## config.mk

```make
export PLATFORM = sky130hd
export DESIGN_NAME = game_flow_ctrl_flat
export DESIGN_NICKNAME = d
export VERILOG_FILES = /design/src/rtl/game_flow_if.sv /design/src/rtl/game_flow_ctrl.sv /design/src/flat_wrapper.sv
export SDC_FILE = /design/constraint.sdc
export NUM_CORES = 1
export LEC_CHECK = 0
export CORE_MARGIN = 2
export CORE_UTILIZATION = 35
export CTS_BUF_LIST = sky130_fd_sc_hd__clkbuf_4 sky130_fd_sc_hd__clkbuf_8 sky130_fd_sc_hd__clkbuf_16
export CTS_CLUSTER_SIZE = 16
export DETAILED_ROUTE_END_ITERATION = 10
export SLEW_MARGIN = 5
export SYNTH_ARGS = -nofsm -noshare
export SYNTH_HDL_FRONTEND = slang
export SYNTH_SLANG_ARGS = --single-unit
```

## constraint.sdc

```tcl
create_clock -name clk -period 6.34 [get_ports clk]
set_input_delay 0.951 -clock clk [delete_from_list [all_inputs] [get_ports clk]]
set_output_delay 0.951 -clock clk [all_outputs]
set_load 0.01 [all_outputs]
```

## src/rtl/game_flow_if.sv

```systemverilog
// Bus bundle between the maze game-flow sequencer and its neighbours
// (keyboard decoder pulses, maps position, stopwatch, seven-segment path).
interface game_flow_if #(
  parameter int TIME_W = 14
);
  logic              tick;
  logic              start_pulse;
  logic              pause_pulse;
  logic [4:0]        row;
  logic [4:0]        column;
  logic [TIME_W-1:0] elapsed;
  logic              move_en;
  logic              sw_run;
  logic              sw_clear;
  logic              pos_reset;
  logic [2:0]        state;
  logic [3:0]        countdown;
  logic              game_state;
  logic [TIME_W-1:0] best_time;
  logic              new_record;

  modport master (
    output tick, start_pulse, pause_pulse, row, column, elapsed,
    input  move_en, sw_run, sw_clear, pos_reset, state, countdown,
           game_state, best_time, new_record
  );

  modport slave (
    input  tick, start_pulse, pause_pulse, row, column, elapsed,
    output move_en, sw_run, sw_clear, pos_reset, state, countdown,
           game_state, best_time, new_record
  );
endinterface

```

## src/rtl/game_flow_ctrl.sv

```systemverilog
// Maze game-flow sequencer: IDLE/COUNTDOWN/PLAY/PAUSE/WON, trophy detection
// and best-time record keeping. All outputs are registered Moore outputs.
module game_flow_ctrl #(
  parameter int GOAL_ROW      = 23,
  parameter int GOAL_COL      = 31,
  parameter int CNT_SECS      = 3,
  parameter int TICKS_PER_SEC = 10,
  parameter int TIME_W        = 14
) (
  input  logic        clk,
  input  logic        rst,
  game_flow_if.slave  bus
);

  localparam int TCW = (TICKS_PER_SEC > 1) ? $clog2(TICKS_PER_SEC) : 1;
  localparam logic [TCW-1:0] TICK_LAST = TCW'(TICKS_PER_SEC - 1);
  localparam logic [3:0]     CD_START  = 4'(CNT_SECS);

  typedef enum logic [2:0] {
    ST_IDLE      = 3'd0,
    ST_COUNTDOWN = 3'd1,
    ST_PLAY      = 3'd2,
    ST_PAUSE     = 3'd3,
    ST_WON       = 3'd4
  } state_t;

  state_t            state_r, next_state_s;
  logic [TCW-1:0]    tick_cnt_r, next_tick_cnt_s;
  logic [3:0]        countdown_r, next_countdown_s;
  logic [TIME_W-1:0] best_time_r, next_best_time_s;
  logic              new_record_r, next_new_record_s;
  logic              move_en_r, next_move_en_s;
  logic              sw_run_r, next_sw_run_s;
  logic              sw_clear_r, next_sw_clear_s;
  logic              pos_reset_r, next_pos_reset_s;
  logic              game_state_r, next_game_state_s;
  logic              at_goal_s;

  assign at_goal_s = (bus.row == 5'(GOAL_ROW)) && (bus.column == 5'(GOAL_COL));

  // Next-state, countdown, record and output decode; start outranks goal outranks pause
  always_comb begin
    next_state_s      = state_r;
    next_tick_cnt_s   = tick_cnt_r;
    next_countdown_s  = countdown_r;
    next_best_time_s  = best_time_r;
    next_new_record_s = new_record_r;
    next_sw_clear_s   = 1'b0;
    next_pos_reset_s  = 1'b0;

    if (bus.start_pulse) begin
      // Restart from anywhere; a coincident tick is deliberately dropped
      next_state_s      = ST_COUNTDOWN;
      next_countdown_s  = CD_START;
      next_tick_cnt_s   = '0;
      next_sw_clear_s   = 1'b1;
      next_pos_reset_s  = 1'b1;
      next_new_record_s = 1'b0;
    end else begin
      case (state_r)
        ST_IDLE: begin
          next_state_s = ST_IDLE;
        end
        ST_COUNTDOWN: begin
          if (bus.tick) begin
            if (tick_cnt_r == TICK_LAST) begin
              next_tick_cnt_s = '0;
              if (countdown_r == 4'd1) begin
                next_state_s     = ST_PLAY;
                next_countdown_s = 4'd0;
              end else begin
                next_countdown_s = countdown_r - 4'd1;
              end
            end else begin
              next_tick_cnt_s = tick_cnt_r + TCW'(1);
            end
          end else begin
            next_tick_cnt_s = tick_cnt_r;
          end
        end
        ST_PLAY: begin
          if (at_goal_s) begin
            next_state_s = ST_WON;
            // Equal time is not an improvement
            if (bus.elapsed < best_time_r) begin
              next_best_time_s  = bus.elapsed;
              next_new_record_s = 1'b1;
            end else begin
              next_new_record_s = 1'b0;
            end
          end else if (bus.pause_pulse) begin
            next_state_s = ST_PAUSE;
          end else begin
            next_state_s = ST_PLAY;
          end
        end
        ST_PAUSE: begin
          if (bus.pause_pulse) begin
            next_state_s = ST_PLAY;
          end else begin
            next_state_s = ST_PAUSE;
          end
        end
        ST_WON: begin
          next_state_s = ST_WON;
        end
        default: begin
          next_state_s     = ST_IDLE;
          next_countdown_s = 4'd0;
          next_tick_cnt_s  = '0;
        end
      endcase
    end

    next_move_en_s    = (next_state_s == ST_PLAY);
    next_sw_run_s     = (next_state_s == ST_PLAY);
    next_game_state_s = (next_state_s == ST_WON);
  end

  // State and registered-output update; reset also discards the best-time record
  always_ff @(posedge clk or negedge rst) begin
    if (!rst) begin
      state_r      <= ST_IDLE;
      tick_cnt_r   <= '0;
      countdown_r  <= 4'd0;
      best_time_r  <= '1;
      new_record_r <= 1'b0;
      move_en_r    <= 1'b0;
      sw_run_r     <= 1'b0;
      sw_clear_r   <= 1'b0;
      pos_reset_r  <= 1'b0;
      game_state_r <= 1'b0;
    end else begin
      state_r      <= next_state_s;
      tick_cnt_r   <= next_tick_cnt_s;
      countdown_r  <= next_countdown_s;
      best_time_r  <= next_best_time_s;
      new_record_r <= next_new_record_s;
      move_en_r    <= next_move_en_s;
      sw_run_r     <= next_sw_run_s;
      sw_clear_r   <= next_sw_clear_s;
      pos_reset_r  <= next_pos_reset_s;
      game_state_r <= next_game_state_s;
    end
  end

  assign bus.state      = state_r;
  assign bus.countdown  = countdown_r;
  assign bus.best_time  = best_time_r;
  assign bus.new_record = new_record_r;
  assign bus.move_en    = move_en_r;
  assign bus.sw_run     = sw_run_r;
  assign bus.sw_clear   = sw_clear_r;
  assign bus.pos_reset  = pos_reset_r;
  assign bus.game_state = game_state_r;

endmodule

```

## src/flat_wrapper.sv

```systemverilog
// flat-port wrapper written by rule: the top's interface ports become plain ports
module game_flow_ctrl_flat 
#(
  parameter int GOAL_ROW      = 23,
  parameter int GOAL_COL      = 31,
  parameter int CNT_SECS      = 3,
  parameter int TICKS_PER_SEC = 10,
  parameter int TIME_W        = 14
)
  (clk, rst, bus_tick, bus_start_pulse, bus_pause_pulse, bus_row, bus_column, bus_elapsed, bus_move_en, bus_sw_run, bus_sw_clear, bus_pos_reset, bus_state, bus_countdown, bus_game_state, bus_best_time, bus_new_record);
  game_flow_if #(.TIME_W(TIME_W)) bus_i ();
  input  logic clk;
  input  logic rst;
  input wire logic [$bits(bus_i.tick)-1:0] bus_tick;
  input wire logic [$bits(bus_i.start_pulse)-1:0] bus_start_pulse;
  input wire logic [$bits(bus_i.pause_pulse)-1:0] bus_pause_pulse;
  input wire logic [$bits(bus_i.row)-1:0] bus_row;
  input wire logic [$bits(bus_i.column)-1:0] bus_column;
  input wire logic [$bits(bus_i.elapsed)-1:0] bus_elapsed;
  output wire logic [$bits(bus_i.move_en)-1:0] bus_move_en;
  output wire logic [$bits(bus_i.sw_run)-1:0] bus_sw_run;
  output wire logic [$bits(bus_i.sw_clear)-1:0] bus_sw_clear;
  output wire logic [$bits(bus_i.pos_reset)-1:0] bus_pos_reset;
  output wire logic [$bits(bus_i.state)-1:0] bus_state;
  output wire logic [$bits(bus_i.countdown)-1:0] bus_countdown;
  output wire logic [$bits(bus_i.game_state)-1:0] bus_game_state;
  output wire logic [$bits(bus_i.best_time)-1:0] bus_best_time;
  output wire logic [$bits(bus_i.new_record)-1:0] bus_new_record;
  assign bus_i.tick = bus_tick;
  assign bus_i.start_pulse = bus_start_pulse;
  assign bus_i.pause_pulse = bus_pause_pulse;
  assign bus_i.row = bus_row;
  assign bus_i.column = bus_column;
  assign bus_i.elapsed = bus_elapsed;
  assign bus_move_en = bus_i.move_en;
  assign bus_sw_run = bus_i.sw_run;
  assign bus_sw_clear = bus_i.sw_clear;
  assign bus_pos_reset = bus_i.pos_reset;
  assign bus_state = bus_i.state;
  assign bus_countdown = bus_i.countdown;
  assign bus_game_state = bus_i.game_state;
  assign bus_best_time = bus_i.best_time;
  assign bus_new_record = bus_i.new_record;
  game_flow_ctrl #(.GOAL_ROW(GOAL_ROW), .GOAL_COL(GOAL_COL), .CNT_SECS(CNT_SECS), .TICKS_PER_SEC(TICKS_PER_SEC), .TIME_W(TIME_W)) u_core (.clk(clk), .rst(rst), .bus(bus_i));
endmodule
```

==> metrics.txt <==
status=finished, final reports clean; setup bufs post-CTS=0; Synth top area share=roughly 22%; Worst slew margin=68.3%; CTS Sinks=29; DRC=0; Iter 0 DRT Violations=28; max-cap violation count=0; Worst VDD drop=0.0899 mV; clk_skew=0.00680 ns; clk slew on worst S/H paths=0.07 ns; leak pwr=1.01 nW; setup_tns=0 ns; Cell Count Post-Placement=281; fill count=about 470; Worst Path Max Fanout=15; Tcrit/Tclk final=46.8%; Starting Density=36.6%; predominant post-synthesis flop cell=dfrtp_1; Post-DP HPWL=about 2800 um; Avg Cell Area, Syn=10.7 um^2; Synth Net Count=208; Synth cell types=39; Max Root-Sink Buffers=2; die width=around 74 um; worst-skew pair later-pin latency=between 0.2 and 0.3 ns; routed vias/inst=4.76; overall global routing resource usage=14.9%; Vert. Die Dim=74.5 um; cts bufs inserted=5; fin cells=289; GP Congestion=approximately 0.76; Period minus WS final=approximately 3.0 ns; asr flop ratio synth=100%; most frequent cells in the layout=clkdlybuf4s50_1 (55), inv_1 (20), ha_1 (17); reg2reg start=u_core.bus.best_time[5]; CP max stage cell=clkdlybuf4s50_1; IO Count=56; Place WS=3.07 ns; Layout Nets=about 270; setup violators final=0; GRT overflow=0; first-pass GRT wire length=6330 um; most common cell after layout, fill and taps aside=clkdlybuf4s50_1; setup ws final=3.37 ns; fmax=around 340 MHz; worst slew pin tran=0.474 ns; Worst Hold Class=reg -> reg; cells after synthesis=roughly 160; ant diodes=0; leading area contributor after synthesis=dfrtp_1; Fin. Hold Viols=0; Post-DRT Antenna Nets=0; PortBufs=55; antenna violations before repair=0; Hold Path Origin=u_core.bus.new_record; end of the worst hold path=u_core.bus.new_record; DR WL/cell=about 13 um; share of cells above drive strength 1=18.5%; RR Endpoint=u_core.bus.best_time[4]; post-cts sizing count=0; Seq/Total Area, Yosys=~43%; area delta synth->final=39.6%; top post-synthesis cells by area=dfrtp_1 (22%), dfstp_2 (21%), ha_1 (12%); Detailed Routing Iterations Pass 1=4; largest net degree at the start of global routing=30; R2R depth=7; CP Cell Sequence=clkdlybuf4s50_1, ha_1, and3_1, a221o_1, a31oi_1, o311a_4, mux2_2; critical path required time=around 6.6 ns; Final Max Tran Viols=0; CTS Hold Buffers Added=0; Critical Path AT=3.18 ns; Yosys reg bits=29; Yosys warning count=0; number of global-route vias before repair=1,367; number of flops mapped to enable cells by yosys=0; Vias=around 1,400; crit end category=register; Synth Cell Area=1740 um^2; root cell of the clock tree=clkbuf_8; max incr delay on CP=0.49 ns; Reg2Reg Setup Slack=~3.9 ns; core box area=4750 um^2; PwrDens=170 nW/um^2; CTS tree=yes; Design Area, Final=roughly 2400 um^2; Total Routed Length=3670 um; setup repair after global routing missed its margin=false; H-tree depth=2; row cnt=25; hold depth=1; Placement Cell Area=2340 um^2; worst setup path class=in -> reg; Setup crit start kind=input port; die area=5550 um^2
final cells by class:
cell class,count,area (um^2),area share [%]
multi-input cells,109,882,36.3
flip-flops and latches,29,743,30.6
repair buffers,56,558,23.0
well taps,67,83.8,3.45
clock buffers,6,76.3,3.14
inverters,20,75.1,3.09
clock inverters,2,10.0,0.412
logic make-up after synthesis:
logic type | Yosys count | share of synthesized area (%)
compound gates | 31 | 12.1
xor+xnor | 2 | 1.01
fa+ha+maj | 17 | 12.2
buf+inv | 24 | 6.55
flops | 29 | 42.7
mux | 15 | 11.7
simple gates | 44 | 13.7
metrics by stage:
stage	hold slack, ns	power, W	utilization [%]
after global placement	0.510	0.000264	49.3
after detailed placement	0.509	0.000264	49.3
after floorplan	0.496	0.000226	-
after CTS	0.524	0.000419	51.1
final	0.517	0.000412	51.1
after global routing	0.549	0.000437	51.1
cell usage after synthesis, types with 2 or more instances:
library cell / n
a211oi_1: 2
a21o_1: 2
a21oi_1: 8
and3_1: 3
buf_4: 2
dfrtp_1: 15
dfstp_2: 14
ha_1: 17
inv_1: 20
mux2_2: 6
mux2_4: 9
nand2_1: 8
nand2b_1: 5
nand4_1: 2
nor2_1: 7
nor3_1: 7
nor3b_1: 3
o21ai_0: 10
or3_1: 2
how the worst max path moves through the flow:
stage	from	end	depth (start not counted)
2_1_floorplan	bus_elapsed[5]	u_core.bus.best_time[0]	7
3_3_place_gp	bus_elapsed[5]	u_core.bus.best_time[5]	7
3_5_place_dp	bus_elapsed[5]	u_core.bus.best_time[4]	7
4_1_cts	bus_elapsed[5]	u_core.bus.best_time[4]	7
5_1_grt	bus_elapsed[5]	u_core.bus.best_time[6]	7
6_report	bus_elapsed[5]	u_core.bus.best_time[4]	7
power by group:
part / internal [W] / switching [W]
sequential: 0.000191 / 0.00000555
combinational: 0.0000361 / 0.0000279
clock: 0.0000802 / 0.0000713
routing by layer:
layer | global-route usage, % | vias up | routed length [um]
met1 | 20.1 | 643 | 1790
li1 | - | 686 | -
met5 | 0 | - | 0
met2 | 22.8 | 42 | 1620
met4 | 4.76 | 0 | 36
met3 | 4.61 | 6 | 214
sequential cells by signal, summed over array words and instances, names as in the netlist:
signal,cells
u_core.bus.sw_clear,1
u_core.bus.best_time,14
u_core.bus.game_state,1
u_core.bus.countdown,4
u_core.tick_cnt_r,4
u_core.bus.new_record,1
u_core.bus.state,3
u_core.bus.move_en,1
worst max-delay path: cells and delay by family:
kind,cells,cell delay [ns]
multiplexers,1,0.38
AO/OA/AOI/OAI,3,0.92
adder cells (fa/ha/maj),1,0.24
buffers and inverters,1,0.49
AND/OR/NAND/NOR,1,0.20
Note: power is estimated with default switching activity, not from simulation.
